`config.mk`:
```
export PLATFORM = sky130hd
export DESIGN_NAME = mem_req_ctrl
export DESIGN_NICKNAME = d
export VERILOG_FILES = /design/src/rtl/mem_req_ctrl.sv
export SDC_FILE = /design/constraint.sdc
export NUM_CORES = 1
export LEC_CHECK = 0
export BUFFER_PORTS_ARGS = -buffer_cell sky130_fd_sc_hd__buf_2
export CAP_MARGIN = 20
export CELL_PAD_IN_SITES_DETAIL_PLACEMENT = 0
export CELL_PAD_IN_SITES_GLOBAL_PLACEMENT = 1
export CORE_MARGIN = 2
export CORE_UTILIZATION = 29
export DETAILED_ROUTE_END_ITERATION = 10
export GPL_TIMING_DRIVEN = 0
export PLACE_DENSITY_LB_ADDON = 0.1
export SLEW_MARGIN = 40
export SYNTH_ARGS = -nofsm -noshare
export SYNTH_HDL_FRONTEND = slang
export SYNTH_SLANG_ARGS = --single-unit
```
`constraint.sdc`:
```
create_clock -name clk -period 3.1 [get_ports clk]
set_input_delay 0.465 -clock clk [delete_from_list [all_inputs] [get_ports clk]]
set_output_delay 0.465 -clock clk [all_outputs]
set_load 0.01 [all_outputs]
```
`src/rtl/mem_req_ctrl.sv`:
```
// mem_req_ctrl: accepts single read/write requests, presents each one to the
// memory for exactly one cycle, waits out the read latency and returns read
// data on a valid/ready response channel. Keeps saturating op counters.
module mem_req_ctrl #(
  parameter int ADDR_WIDTH = 3,
  parameter int DATA_WIDTH = 8,
  parameter int RD_LATENCY = 1,
  parameter int CNT_WIDTH  = 16
) (
  input  logic                  clk,
  input  logic                  rst,
  input  logic                  req_valid,
  output logic                  req_ready,
  input  logic                  req_write,
  input  logic [ADDR_WIDTH-1:0] req_addr,
  input  logic [DATA_WIDTH-1:0] req_wdata,
  output logic                  rsp_valid,
  input  logic                  rsp_ready,
  output logic [DATA_WIDTH-1:0] rsp_data,
  output logic [ADDR_WIDTH-1:0] mem_addr,
  output logic                  mem_wr_en,
  output logic                  mem_rd_en,
  output logic [DATA_WIDTH-1:0] mem_wr_data,
  output logic                  mem_enable,
  input  logic [DATA_WIDTH-1:0] mem_rd_data,
  output logic [CNT_WIDTH-1:0]  wr_cnt,
  output logic [CNT_WIDTH-1:0]  rd_cnt
);

  // Latency counter only needs to hold RD_LATENCY-1, at most 6.
  localparam int LAT_W = 3;
  localparam logic [LAT_W-1:0] LAT_LOAD = LAT_W'(RD_LATENCY - 1);

  typedef enum logic [2:0] {
    IDLE,
    WR,
    RD,
    WAIT,
    RESP
  } state_t;

  state_t           state_reg;
  state_t           state_next;
  logic [LAT_W-1:0] lat_cnt_reg;
  logic             accept;

  // The only combinational output: ready while idle and not held in reset.
  assign req_ready = (state_reg == IDLE) && !rst;
  assign accept    = req_valid && req_ready;

  // State register.
  always_ff @(posedge clk) begin
    if (rst) begin
      state_reg <= IDLE;
    end else begin
      state_reg <= state_next;
    end
  end

  // Next-state logic: one pass through WR or RD/WAIT/RESP per request.
  always_comb begin
    state_next = state_reg;
    case (state_reg)
      IDLE: begin
        if (accept) begin
          state_next = req_write ? WR : RD;
        end
      end
      WR:   state_next = IDLE;
      RD:   state_next = WAIT;
      WAIT: begin
        if (lat_cnt_reg == '0) begin
          state_next = RESP;
        end
      end
      RESP: begin
        if (rsp_valid && rsp_ready) begin
          state_next = IDLE;
        end
      end
      default: state_next = IDLE;
    endcase
  end

  // Registered memory bus, response channel, latency counter and op counters.
  always_ff @(posedge clk) begin
    if (rst) begin
      mem_addr    <= '0;
      mem_wr_en   <= 1'b0;
      mem_rd_en   <= 1'b0;
      mem_wr_data <= '0;
      mem_enable  <= 1'b0;
      rsp_valid   <= 1'b0;
      rsp_data    <= '0;
      wr_cnt      <= '0;
      rd_cnt      <= '0;
      lat_cnt_reg <= '0;
    end else begin
      // Strobes are high only in the cycle right after acceptance; both
      // derive from the same accept, so they can never overlap.
      mem_wr_en  <= accept && req_write;
      mem_rd_en  <= accept && !req_write;
      mem_enable <= accept;
      // Address and write data stay put between transactions.
      if (accept) begin
        mem_addr    <= req_addr;
        mem_wr_data <= req_wdata;
      end
      case (state_reg)
        WR: begin
          if (wr_cnt != '1) begin
            wr_cnt <= wr_cnt + CNT_WIDTH'(1);
          end
        end
        RD: begin
          lat_cnt_reg <= LAT_LOAD;
        end
        WAIT: begin
          if (lat_cnt_reg == '0) begin
            rsp_data  <= mem_rd_data;
            rsp_valid <= 1'b1;
          end else begin
            lat_cnt_reg <= lat_cnt_reg - LAT_W'(1);
          end
        end
        RESP: begin
          if (rsp_valid && rsp_ready) begin
            rsp_valid <= 1'b0;
            if (rd_cnt != '1) begin
              rd_cnt <= rd_cnt + CNT_WIDTH'(1);
            end
          end
        end
        default: begin
        end
      endcase
    end
  end

endmodule

```
==> results.md, run 1 <==
* Number of buffers created by CTS at 9
* Share of synthesized area spent on multiplexers at 0.0159
* Fraction of synthesis flops using an asynchronous set or reset pin at 0
* Synth-to-layout area growth at 28.8%
* Die area at slightly above 10,000 um2
* Placeable Area at 9200 um2
* H-tree lvl count at 3
* Power per unit of standard cell area at about 500 nW/um2
* Final-report hold violation count at 0
* Total GRT Usage at 0.151
* Number of cells on the critical path at 7
* Share of synthesized cell area in and, or, nand and nor gates at 0.317
* Tightest Hold Check Type: input pin to flip-flop
* Dominant combinational cell family by area after synthesis: simple AND/OR/NAND/NOR gates
* Commonest non-fill, non-tap cell in the layout: buf_2
* Wire length of the first global-routing pass at 12,200 um
* Run status: finished, final reports clean
* Number of global-route vias before repair at 2,506
* Worst Max-Slew Pin Slew at 0.621 ns
* Number of antenna violations at the first check in global routing at 0
* Filler Cell Count at 990
* Global placer's final weighted congestion at 0.767
* Crit path max fanout at 10
* Worst flop-to-flop path startpoint: state_reg[1]
* Post-CTS setup buffer count at 0
* Routed len/inst at roughly 14 um
* Longest Clk Path Bufs at 2
* Final cycle utilization of the critical path at 0.766
* Sequential share of the synthesized area at 0.445
* Data required time at the worst endpoint at 3.36 ns
* RR Endpoint: wr_cnt[15]
* Max-slew headroom at the worst pin at 0.586
* Met3 demand-to-capacity share in global routing at 0.0345
* DIE WIDTH at 101 um
* Data arrival time of the critical path at 2.64 ns
* Warning count from the yosys run at 0
* Endpoint class of the critical path: flip-flop
* Placed wire-length estimate after detailed placement at 5480 um
* Most used routing layer in global routing: met2
* Global routing met2 resource utilization at 0.241
* Sinks on the clock net at 61
* Share of the synthesized area in compound gates (AO/OA/AOI/OAI) at 0.162
* Starting density of the core at 0.299
* Number of buffers added to fix hold violations after cts at 0
* Last element of the critical path: wr_cnt[15]
* Pin count of the biggest net entering global routing at 11
* Clock latency on the worst-skew pair at around 0.33 ns
* CP startpoint: state_reg[1]
* Pleak at 1.41 nW
* Number of synthesized flops with an enable pin at 0
* # diodes at 0
* Max-slew violation total from the final report at 0
* Root Driver: clkbuf_8
* Fraction of layout cells with a size suffix above 1 at 0.250
* Cell Rows at 35
* Fmax at about 420 MHz
* Post-Synthesis Net Count at 365
* Post-synthesis cell area at 2750 um2
* Longest individual stage delay on the worst path at 0.53 ns
* Setup skew after layout at 0.0115 ns
* Height of the die at between 100 and 150 um
* Unrepaired setup endpoints after global routing: no
* Top flop regs: rd_cnt (16), wr_cnt (16)
* XOR/XNOR Fraction of Synth Area at 0
* Critical-path top delay cell: or4b_1
* Total Wirelength at 7610 um
* Worst Path Buf+Inv at 3
* Highest-count cells in the layout ignoring fill and taps: buf_2, dfxtp_1, nand2_1, a21oi_1, nand3_1
* Congestion Overflow GR at 0
* Worst path top cell family by delay: simple AND/OR/NAND/NOR gates
* Nets at 455
* DRC Markers at 0
* Cts repair resizes at 0
* Total setup violations reported at the end of the flow at 0
* Maxcap violations at 0
* Count of vias placed by the detailed router at 2,772
* Routed Antenna Nets at 0
* Depth of the most critical reg-to-reg path at 7
* Clock slew at reported path FFs at 0.07 ns
* Clock tree from TritonCTS: built
* DRT Pass-1 Iters at 4
* Crit path time final at 2.38 ns
* Grt met1 use at 0.200
* Final TNS setup at 0 ns
* Count of mapped cells out of synthesis at ~340
* CP Launch Type: flip-flop
* Leading register cell type out of synthesis: dfxtp_1
* Number of ports placed on the die boundary at 80
* Worst reg2reg setup slack at 0.72 ns
* Share of synthesized cell area in full adder, half adder and majority cells at 0.0182
* VDD IR-drop max at 0.000199 V
* First DRT Iteration DRCs at 70
* Post-Synthesis Mean Instance Area at 8.15 um2
* Via density per instance at 5.10
* Worst Path Class, Setup: flip-flop to flip-flop
* Ordered cell list for the critical path: buf_6 > or3b_1 > clkbuf_1 > or4b_1 > buf_2 > or4_1 > a21oi_1
* Final core utilization at 0.385
* Flip-flop and latch count after synthesis at 61
* Count of buffers from port buffering at 79
* Distinct cell type count after synthesis at 44
## synthesized netlist by cell type (7+ instances only)
| master | instances | area share |
|---|---|---|
| nand3_1 | 20 | 0.036 |
| nor2_1 | 19 | 0.026 |
| nor3_1 | 7 | 0.013 |
| nand4_1 | 12 | 0.027 |
| o31ai_1 | 16 | 0.044 |
| or4_1 | 17 | 0.046 |
| o21ai_0 | 8 | 0.015 |
| clkbuf_1 | 17 | 0.023 |
| a21oi_1 | 35 | 0.064 |
| dfxtp_1 | 61 | 0.44 |
| nand2_1 | 59 | 0.081 |
| inv_1 | 9 | 0.012 |
## report_power, final
part	leakage [nW]	total, W	switching (W)	internal (W)
combinational	0.793	0.000103	0.0000640	0.0000390
clock	0.126	0.000859	0.000318	0.000540
sequential	0.494	0.000809	0.00000837	0.000801
## metrics by stage
step                area [um2]  instances  total power (W)  setup WS, ns  hold slack [ns]
finish                    3540        543          0.00177         0.725            0.315
global route              3540        543          0.00185         0.517            0.304
CTS                       3530        543          0.00180         0.585            0.301
detailed placement        3290        527         0.000933         0.593            0.444
global placement          3280        527         0.000932         0.517            0.439
floorplan                 2750        337         0.000881         0.860            0.458
## metal layers
layer / share of wire / up-vias
met4: 0.011 / 0
li1: - / 1416
met5: 0 / -
met1: 0.49 / 1284
met2: 0.46 / 63
met3: 0.046 / 9
## layout make-up
class	instances	area, um2	area share
flip-flops and latches	61	1220	0.345
plain buffers	20	83.8	0.0237
repair buffers	79	395	0.112
clock inverters	3	65.1	0.0184
clock buffers	13	179	0.0506
multi-input cells	247	1420	0.401
inverters	9	33.8	0.00955
well taps	111	139	0.0393
## worst register-to-register path, stage by stage (launching register included)
cell	delay [ns]
dfxtp_1	0.31
buf_6	0.13
or3b_1	0.36
clkbuf_1	0.17
or4b_1	0.53
buf_2	0.17
or4_1	0.50
a21oi_1	0.15
## cells by family after synthesis
logic type	count (synthesis)
DFF	61
buffers and inverters	29
muxes	4
AOI/OAI and AO/OA	72
adders and majority gates	4
and+or+nand+nor	167
## worst min path at each step
stage                        start             end  depth (start not counted)
CTS                    req_addr[0]     mem_addr[0]                          3
detailed placement     mem_addr[1]     mem_addr[1]                          2
floorplan           lat_cnt_reg[0]  lat_cnt_reg[0]                          2
finish                 req_addr[0]     mem_addr[0]                          3
global placement    mem_wr_data[2]  mem_wr_data[2]                          2
global route          req_wdata[4]  mem_wr_data[4]                          3
(Power assumes the default switching activity.)
==> run 2, diff against run 1 <==
- clock period: 3.1 -> 2.15 ns (I/O delays scaled with it)
==> results.md, run 2 (synthesized netlist as in run 1, its figures left out) <==
* Total setup violations reported at the end of the flow at 1
* Top Metal Used: met4
* First DRT Iteration DRCs at between 70 and 80
* Root Driver: clkbuf_8
* Commonest non-fill, non-tap cell in the layout: buf_2
* Post-Place Setup Slack at -0.338 ns
* Clock tree from TritonCTS: built
* Via density per instance at 5.15
* Number of antenna violations at the first check in global routing at 0
* Unrepaired setup endpoints after global routing: yes
* Wire length of the first global-routing pass at 12,500 um
* Placed wire-length estimate after detailed placement at 5360 um
* Final TNS setup at -0.00266 ns
* Worst Path Class, Setup: flip-flop to flip-flop
* Top flop regs: rd_cnt (16), wr_cnt (16)
* Routed met2 length at ~3600 um
* Cell Rows at 35
* Smallest setup slack after layout at -0.00266 ns
* Pin count of the biggest net entering global routing at 11
* Fmax at 465 MHz
* Height of the die at 101 um
* Number of global-route vias before repair at between 2,000 and 3,000
* Total GRT Usage at 0.154
* Crit path max fanout at 8
* Met3 wire length at roughly 350 um
* Pleak at 1.50 nW
* Total Wirelength at 7750 um
* DRC Markers at 0
* DIE WIDTH at 101 um
* H-tree lvl count at 3
* # diodes at 0
* Global placer's final weighted congestion at 0.727
* CP Launch Type: flip-flop
* Worst Max-Slew Pin Slew at around 0.70 ns
* Data required time at the worst endpoint at 2.43 ns
* Starting density of the core at 0.299
* Number of buffers created by CTS at 9
* Data arrival time of the critical path at 2.43 ns
* Max-slew headroom at the worst pin at 0.530
* Final-report hold violation count at 0
* Number of buffers added to fix hold violations after cts at 0
* Congestion Overflow GR at 0
* Count of vias placed by the detailed router at 2,810
* DRT Pass-1 Iters at 4
* Met1 layer wirelength in the final routing at 3710 um
* VDD IR-drop max at 0.000337 V
* Min Hold Slack at 0.162 ns
* Setup skew after layout at 0.00563 ns
* Highest-count cells in the layout ignoring fill and taps: buf_2, nand2_1, dfxtp_1, a21oi_1
* Placeable Area at 9200 um2
* Ordered cell list for the critical path: or3b_4 > or4b_4 > or4_4 > a21oi_2
* Power per unit of standard cell area at 683 nW/um2
* Crit path time final at around 2.2 ns
* Endpoint class of the critical path: flip-flop
* Maxcap violations at 0
* Longest Clk Path Bufs at 2
* Clock latency on the worst-skew pair at 0.34 ns
* Sinks on the clock net at 61
* Clock slew at reported path FFs at 0.07 ns
* Violated checks: setup timing
* Synth-to-layout area growth at 32.7%
* Number of ports placed on the die boundary at 80
* Count of buffers from port buffering at 79
* Nets at 458
* Critical-path top delay cell: or4b_4
* Overall power after layout at around 0.0025 W
* Fraction of layout cells with a size suffix above 1 at 0.294
* Routed Antenna Nets at 0
* Run status: complete, but fails checks
* Longest individual stage delay on the worst path at 0.61 ns
* Die area at 10,300 um2
* Final cycle utilization of the critical path at 1.00
* Routed len/inst at around 14 um
* Max-slew violation total from the final report at 0
* Tightest Hold Check Type: input pin to flip-flop
==> run 2: changes by cell type in the layout (fill, tap and decap cells not counted), sizes merged <==
cell,delta
clkinv,+1
buf,+5
clkbuf,-3
==> run 2: path summary, 6_finish.rpt <==
check | start | to | slack, ns | cells after the start
max | state_reg[2] | wr_cnt[9] | -0.003 | 4
min | req_addr[0] | mem_addr[0] | 0.16 | 3
min reg2reg | rsp_data[2] | rsp_data[2] | 0.45 | 2
max reg2reg | state_reg[2] | wr_cnt[9] | -0.003 | 4
==> run 2: area by class of cell <==
class                   instances  area, um2
clock inverters                 4       70.1
multi-input cells             247       1510
clock buffers                  12        155
repair buffers                 86        448
inverters                       9       33.8
well taps                     111        139
flip-flops and latches         61       1230
fillers                      1010       5550
plain buffers                  16       63.8
==> run 2: power breakdown <==
group	internal, W	total [W]	switching [W]	leakage [nW]
sequential	0.00115	0.00117	0.0000137	0.496
combinational	0.0000588	0.000150	0.0000917	0.889
clock	0.000713	0.00117	0.000457	0.116
==> run 2: through the flow <==
step | instance area [um2] | util | std cells
2_1_floorplan | 2750 | - | 337
3_3_place_gp | 3290 | 0.358 | 527
3_5_place_dp | 3290 | 0.358 | 527
4_1_cts | 3570 | 0.388 | 542
5_1_grt | 3640 | 0.396 | 546
6_report | 3640 | 0.396 | 546
==> run 2: per-layer routing <==
layer  up-vias  global-route usage
li1       1427                   -
met1      1304               0.201
met2        68               0.245
met3        11              0.0380
met4         0              0.0624
met5         -                   0
==> run 2: worst max-delay path: cells and delay by family (launching register included) <==
kind / cells / cell delay [ns]
AND/OR/NAND/NOR: 3 / 1.61
flip-flops: 1 / 0.36
AO/OA/AOI/OAI: 1 / 0.13
==> run 2: repair_timing <==
action	CTS	global route
gates resized for setup	9	14
pin swaps	1	7
buffers inserted	0	7
endpoints found under the hold margin	0	0
setup endpoints to repair	23	31
